### config.mk
export PLATFORM = sky130hd
export DESIGN_NAME = cache_control_flat
export DESIGN_NICKNAME = d
export VERILOG_FILES = /design/src/rtl/cache_control_if.sv /design/src/rtl/cache_control.sv /design/src/flat_wrapper.sv
export SDC_FILE = /design/constraint.sdc
export NUM_CORES = 1
export LEC_CHECK = 0
export ABC_AREA = 1
export BUFFER_PORTS_ARGS = -buffer_cell sky130_fd_sc_hd__buf_2
export CAP_MARGIN = 20
export CORE_MARGIN = 5
export CORE_UTILIZATION = 39
export CTS_BUF_LIST = sky130_fd_sc_hd__clkbuf_2 sky130_fd_sc_hd__clkbuf_4 sky130_fd_sc_hd__clkbuf_8
export CTS_CLUSTER_DIAMETER = 30
export CTS_CLUSTER_SIZE = 40
export DETAILED_ROUTE_END_ITERATION = 8
export HOLD_SLACK_MARGIN = 0.08
export PLACE_DENSITY = 0.89
export SLEW_MARGIN = 25
export SYNTH_ARGS = -nofsm -noshare
export SYNTH_HDL_FRONTEND = slang
export SYNTH_SLANG_ARGS = --single-unit
### constraint.sdc
create_clock -name clk -period 1.75 [get_ports clk]
set_input_delay 0 -clock clk [delete_from_list [all_inputs] [get_ports clk]]
set_output_delay 0 -clock clk [all_outputs]
set_load 0.1 [all_outputs]
### src/rtl/cache_control_if.sv
// cache_control_if: CPU request/response and physical-memory line handshake bundle
//   mem_read/mem_write/mem_address : CPU request, held until mem_resp
//   mem_resp/mem_err               : one-cycle completion strobe, err = pmem timeout
//   pmem_read/pmem_write           : line request, held until pmem_resp
//   pmem_address                   : 16-byte aligned line address
//   pmem_resp                      : physical-memory completion strobe
//   modport slave  : the cache controller side
//   modport master : CPU + physical-memory side (requester of the controller)
interface cache_control_if;
    logic        mem_read, mem_write, mem_resp, mem_err;
    logic [15:0] mem_address;
    logic        pmem_read, pmem_write, pmem_resp;
    logic [15:0] pmem_address;
    modport slave (
        input  mem_read, mem_write, mem_address, pmem_resp,
        output mem_resp, mem_err, pmem_read, pmem_write, pmem_address
    );
    modport master (
        output mem_read, mem_write, mem_address, pmem_resp,
        input  mem_resp, mem_err, pmem_read, pmem_write, pmem_address
    );
endinterface

### src/rtl/cache_control.sv
// cache_control: sequencing FSM for the 2-way LC-3b cache (hit service, write-back, allocate)
//   clk, rst_n          : clock, asynchronous active-low reset
//   bus (slave)         : CPU memory port and pmem line handshake
//   hit, dirty, wb_tag  : lookup result and LRU victim info from the datapath
//   write_enable        : merge CPU write into the hit line
//   control_load        : load the returned pmem line into the LRU way
//   hit/miss/wb_count   : saturating performance counters, present only when
//                         CACHE_PERF_CNT_EN is defined, otherwise tied to 0
//   PMEM_TIMEOUT        : max cycles per pmem state before erroring out (0 = never)
module cache_control #(
    parameter int PMEM_TIMEOUT = 256,
    parameter int CNT_WIDTH    = 16
) (
    input  logic                 clk,
    input  logic                 rst_n,
    cache_control_if.slave       bus,
    input  logic                 hit,
    input  logic                 dirty,
    input  logic [8:0]           wb_tag,
    output logic                 write_enable,
    output logic                 control_load,
    output logic [CNT_WIDTH-1:0] hit_count,
    output logic [CNT_WIDTH-1:0] miss_count,
    output logic [CNT_WIDTH-1:0] wb_count
);
    localparam int WW = PMEM_TIMEOUT > 1 ? $clog2(PMEM_TIMEOUT) : 1;
    localparam logic [WW-1:0] WAIT_LAST = WW'(PMEM_TIMEOUT > 0 ? PMEM_TIMEOUT - 1 : 0);

    typedef enum logic [1:0] {IDLE, COMPARE, WRITEBACK, ALLOCATE} state_t;
    state_t        state, state_next;
    logic [WW-1:0] wait_cnt;
    logic          req, in_pmem, timeout;
    logic          unused_offset;

    assign unused_offset = ^bus.mem_address[3:0];
    assign req     = bus.mem_read | bus.mem_write;
    assign in_pmem = state == WRITEBACK || state == ALLOCATE;
    // Timeout fires on the last allowed cycle only if pmem still has not answered
    assign timeout = PMEM_TIMEOUT != 0 && in_pmem && !bus.pmem_resp && wait_cnt == WAIT_LAST;

    always_ff @(posedge clk or negedge rst_n) begin
        if (!rst_n) begin
            state    <= IDLE;
            wait_cnt <= '0;
        end else begin
            state    <= state_next;
            wait_cnt <= state_next != state ? '0 : in_pmem ? wait_cnt + 1'b1 : '0;
        end
    end

    always_comb begin
        state_next       = state;
        bus.mem_resp     = 1'b0;
        bus.mem_err      = 1'b0;
        bus.pmem_read    = 1'b0;
        bus.pmem_write   = 1'b0;
        bus.pmem_address = '0;
        write_enable     = 1'b0;
        control_load     = 1'b0;
        case (state)
            IDLE: state_next = req ? COMPARE : IDLE;
            COMPARE: begin
                bus.mem_resp = req & hit;
                write_enable = req & hit & bus.mem_write;
                state_next   = !req || hit ? IDLE : dirty ? WRITEBACK : ALLOCATE;
            end
            WRITEBACK: begin
                bus.pmem_write   = 1'b1;
                bus.pmem_address = {wb_tag, bus.mem_address[6:4], 4'h0};
                state_next       = bus.pmem_resp ? (req ? ALLOCATE : IDLE) : timeout ? IDLE : WRITEBACK;
            end
            ALLOCATE: begin
                bus.pmem_read    = 1'b1;
                bus.pmem_address = {bus.mem_address[15:4], 4'h0};
                control_load     = bus.pmem_resp;
                state_next       = bus.pmem_resp ? (req ? COMPARE : IDLE) : timeout ? IDLE : ALLOCATE;
            end
        endcase
        if (timeout) begin
            bus.mem_resp = 1'b1;
            bus.mem_err  = 1'b1;
        end
    end

`ifdef CACHE_PERF_CNT_EN
    logic refill;   // COMPARE entered straight from a fill: that hit is not a new hit
    logic hit_inc, miss_inc, wb_inc;
    assign hit_inc  = state == COMPARE && req && hit && !refill;
    assign miss_inc = state == COMPARE && (state_next == WRITEBACK || state_next == ALLOCATE);
    assign wb_inc   = state == WRITEBACK && bus.pmem_resp;
    always_ff @(posedge clk or negedge rst_n) begin
        if (!rst_n) begin
            refill     <= 1'b0;
            hit_count  <= '0;
            miss_count <= '0;
            wb_count   <= '0;
        end else begin
            refill <= state == ALLOCATE && state_next == COMPARE;
            if (hit_inc && !(&hit_count)) hit_count <= hit_count + 1'b1;
            if (miss_inc && !(&miss_count)) miss_count <= miss_count + 1'b1;
            if (wb_inc && !(&wb_count)) wb_count <= wb_count + 1'b1;
        end
    end
`else
    assign hit_count  = '0;
    assign miss_count = '0;
    assign wb_count   = '0;
`endif
endmodule

### src/flat_wrapper.sv
// flat-port wrapper written by rule: the top's interface ports become plain ports
module cache_control_flat 
#(
    parameter int PMEM_TIMEOUT = 256,
    parameter int CNT_WIDTH    = 16
)
  (clk, rst_n, hit, dirty, wb_tag, write_enable, control_load, hit_count, miss_count, wb_count, bus_mem_read, bus_mem_write, bus_mem_address, bus_pmem_resp, bus_mem_resp, bus_mem_err, bus_pmem_read, bus_pmem_write, bus_pmem_address);
  cache_control_if bus_i ();
  input  logic clk;
  input  logic rst_n;
  input  logic hit;
  input  logic dirty;
  input  logic [8:0] wb_tag;
  output logic write_enable;
  output logic control_load;
  output logic [CNT_WIDTH-1:0] hit_count;
  output logic [CNT_WIDTH-1:0] miss_count;
  output logic [CNT_WIDTH-1:0] wb_count;
  input wire logic [$bits(bus_i.mem_read)-1:0] bus_mem_read;
  input wire logic [$bits(bus_i.mem_write)-1:0] bus_mem_write;
  input wire logic [$bits(bus_i.mem_address)-1:0] bus_mem_address;
  input wire logic [$bits(bus_i.pmem_resp)-1:0] bus_pmem_resp;
  output wire logic [$bits(bus_i.mem_resp)-1:0] bus_mem_resp;
  output wire logic [$bits(bus_i.mem_err)-1:0] bus_mem_err;
  output wire logic [$bits(bus_i.pmem_read)-1:0] bus_pmem_read;
  output wire logic [$bits(bus_i.pmem_write)-1:0] bus_pmem_write;
  output wire logic [$bits(bus_i.pmem_address)-1:0] bus_pmem_address;
  assign bus_i.mem_read = bus_mem_read;
  assign bus_i.mem_write = bus_mem_write;
  assign bus_i.mem_address = bus_mem_address;
  assign bus_i.pmem_resp = bus_pmem_resp;
  assign bus_mem_resp = bus_i.mem_resp;
  assign bus_mem_err = bus_i.mem_err;
  assign bus_pmem_read = bus_i.pmem_read;
  assign bus_pmem_write = bus_i.pmem_write;
  assign bus_pmem_address = bus_i.pmem_address;
  cache_control #(.PMEM_TIMEOUT(PMEM_TIMEOUT), .CNT_WIDTH(CNT_WIDTH)) u_core (.clk(clk), .rst_n(rst_n), .bus(bus_i), .hit(hit), .dirty(dirty), .wb_tag(wb_tag), .write_enable(write_enable), .control_load(control_load), .hit_count(hit_count), .miss_count(miss_count), .wb_count(wb_count));
endmodule
==> metrics.txt <==
Min-Delay Path Class=primary input to async pin; placed cell areas=1390 um^2; CTS tree=yes; Max Cap Viol=0; pre-CTS setup slack=0.287 ns; Achievable Freq=605 MHz; residual DRC count=0; Cell variety after synth=25; minimum clock period=1.65 ns; CP Data Required Time=1.75 ns; CP Launch Type=flop; Die Area=4150 um^2; Setup TNS=0 ns; worst clock skew=0.00414 ns; final hold violations=0; Clock Tree Root=clkbuf_4; CTS Buf Count=3; commonest non-fill, non-tap cell in the layout=conb_1; initial antenna violation count=0; Clk pin slew, worst setup/hold paths=0.06 ns; maximum vdd drop=0.717 mV; worst skew pair latency=0.26 ns; metal3 WL=200 um; RePlAce Congestion=0.752; top layer in use=met4; Met1 Wirelength=858 um; H-tree depth=1; post-route ant nets=0; num ports=102; synthesis warning total=0; Starting Density=41.2%; post-DR vias/cell=4.13; share of layout cells above drive strength 1=42.2%; leakage=0.811 nW; # placed instances=224; crit path DAT=1.65 ns; Max Slew Vio Count=0; DRT iter0 DRCs=13; status=finished, final reports clean; drt wl/cell=10.6 um; dominant cells by area after synthesis=buf_4 (34%), dfrtp_1 (22%), a22o_1 (6.8%); largest net degree at the start of global routing=13; top-area cell type share of the netlist area=33.8%; Detailed Routing Iterations Pass 1=4; Synth Cell Area=1150 um^2; Fillers=248; most frequent cells in the layout=conb_1 (52), buf_2 (34), nand2_1 (15), inv_1 (11), nor2_2 (11); total wire length=2440 um; critical path peak fanout=5; PwrDens=1970 nW/um^2; Port Buf Inserts=45; Area growth, synth to finish=25.8%; period utilization=94.5%; Die Span X=64.4 um; clk buf depth=2; final setup vio count=0; setup bufs post-CTS=0; gr usage total=9.83%; WL met2=1340 um; chip height=64.4 um; Antenna Cells=0; non-filler instance count after layout=230; Layout Nets=233; finished layout cell area=1450 um^2; PnR Total Power=2.86 mW; register area share after synthesis=21.7%; final worst slack=0.0958 ns; CP Class=flop to output pin; Yosys top cell by area=buf_4; Worst setup EP type=output pin; Mapped Avg Cell Area=7.70 um^2; RSZ-0062 raised after global routing=no; global-route wire length before repair=3260 um; FP Rows=19; total number of vias=949; Post-Synthesis Cells=150; number of global-route vias before repair=737; clock sink count=10; Core Region=2810 um^2; DP HPWL=2210 um; synthesized flop and latch total=10; GRT overflow=0
-- through the flow --
stage               util, %  hold slack, ns
detailed placement     49.7          -0.141
CTS                    51.7           0.116
global route           51.8           0.163
global placement       49.7          -0.142
finish                 51.8           0.125
floorplan                 -          -0.296
-- report_power, final --
| group | leakage [nW] | total (mW) | internal (mW) | switching, mW |
|---|---|---|---|---|
| sequential | 0.136 | 0.300 | 0.264 | 0.0368 |
| clock | 0.0210 | 0.196 | 0.126 | 0.0703 |
| combinational | 0.654 | 2.37 | 0.570 | 1.80 |
| total | 0.811 | 2.86 | 0.960 | 1.90 |
-- state kept, by name (all words and copies together) (netlist names) --
register         cells
u_core.state         2
u_core.wait_cnt      8
-- routing by layer --
metal / vias up / track usage [%]
li1: 477 / -
met1: 420 / 10.9
met2: 48 / 18.0
met3: 4 / 0.864
met4: 0 / 6.07
met5: - / 0
-- cell families after synthesis --
group                      Yosys count  synth area share, %
and+or+nand+nor                     46                 22.4
adders and majority gates            1                 1.08
buffers and inverters               69                 40.2
DFF                                 10                 21.7
AOI/OAI and AO/OA                   23                 14.3
other                                1                0.325
-- Yosys cell counts --
library cell,count
o21bai_1,1
dfrtp_1,10
nand2_2,2
inv_1,11
o211ai_2,1
nand3_2,2
o31ai_1,1
nor2_4,2
ha_1,1
inv_2,3
nand2_1,15
a31oi_1,1
nand3_1,4
a21oi_1,3
buf_6,1
nand2_4,2
buf_2,2
nor2_2,9
buf_4,52
nor2_1,7
o211ai_1,1
conb_1,1
o21ai_0,6
nand3b_1,3
a22o_1,9
-- critical path, cell delays in order (launching register included) --
cell,delay (ns)
dfrtp_1,0.37
ha_1,0.19
nand2_1,0.12
nor2_4,0.16
nand2_4,0.08
inv_1,0.06
buf_2,0.42
-- final cells by class --
type	instances	area (um^2)	area share, %
Timing Repair Buffer	49	413	28.4
Clock buffer	4	36.3	2.50
Tap cell	31	38.8	2.67
Sequential cell	10	250	17.2
Multi-Input combinational cell	122	662	45.6
Inverter	14	52.6	3.62
-- what timing repair did --
action	CTS	global route
endpoints found under the setup margin	0	1
hold buffers	2	0
endpoints found under the hold margin	11	0
resized for setup	0	1
-- worst paths after layout --
kind / end / cells after the start / from / slack (ns)
max in group asynchronous: u_core.wait_cnt[3]$_DFF_PN0_ / 2 / rst_n / 1.45
worst min register to register: u_core.wait_cnt[0]$_DFF_PN0_ / 3 / u_core.wait_cnt[0]$_DFF_PN0_ / 0.56
min in group clk: u_core.state[1]$_DFF_PN0_ / 4 / bus_pmem_resp / 0.15
worst max register to register: u_core.wait_cnt[3]$_DFF_PN0_ / 8 / u_core.wait_cnt[0]$_DFF_PN0_ / 0.30
worst min-delay path: u_core.wait_cnt[4]$_DFF_PN0_ / 2 / rst_n / 0.13
worst max-delay path: bus_mem_err / 6 / u_core.wait_cnt[0]$_DFF_PN0_ / 0.1
Note: power is estimated with default switching activity, not from simulation.
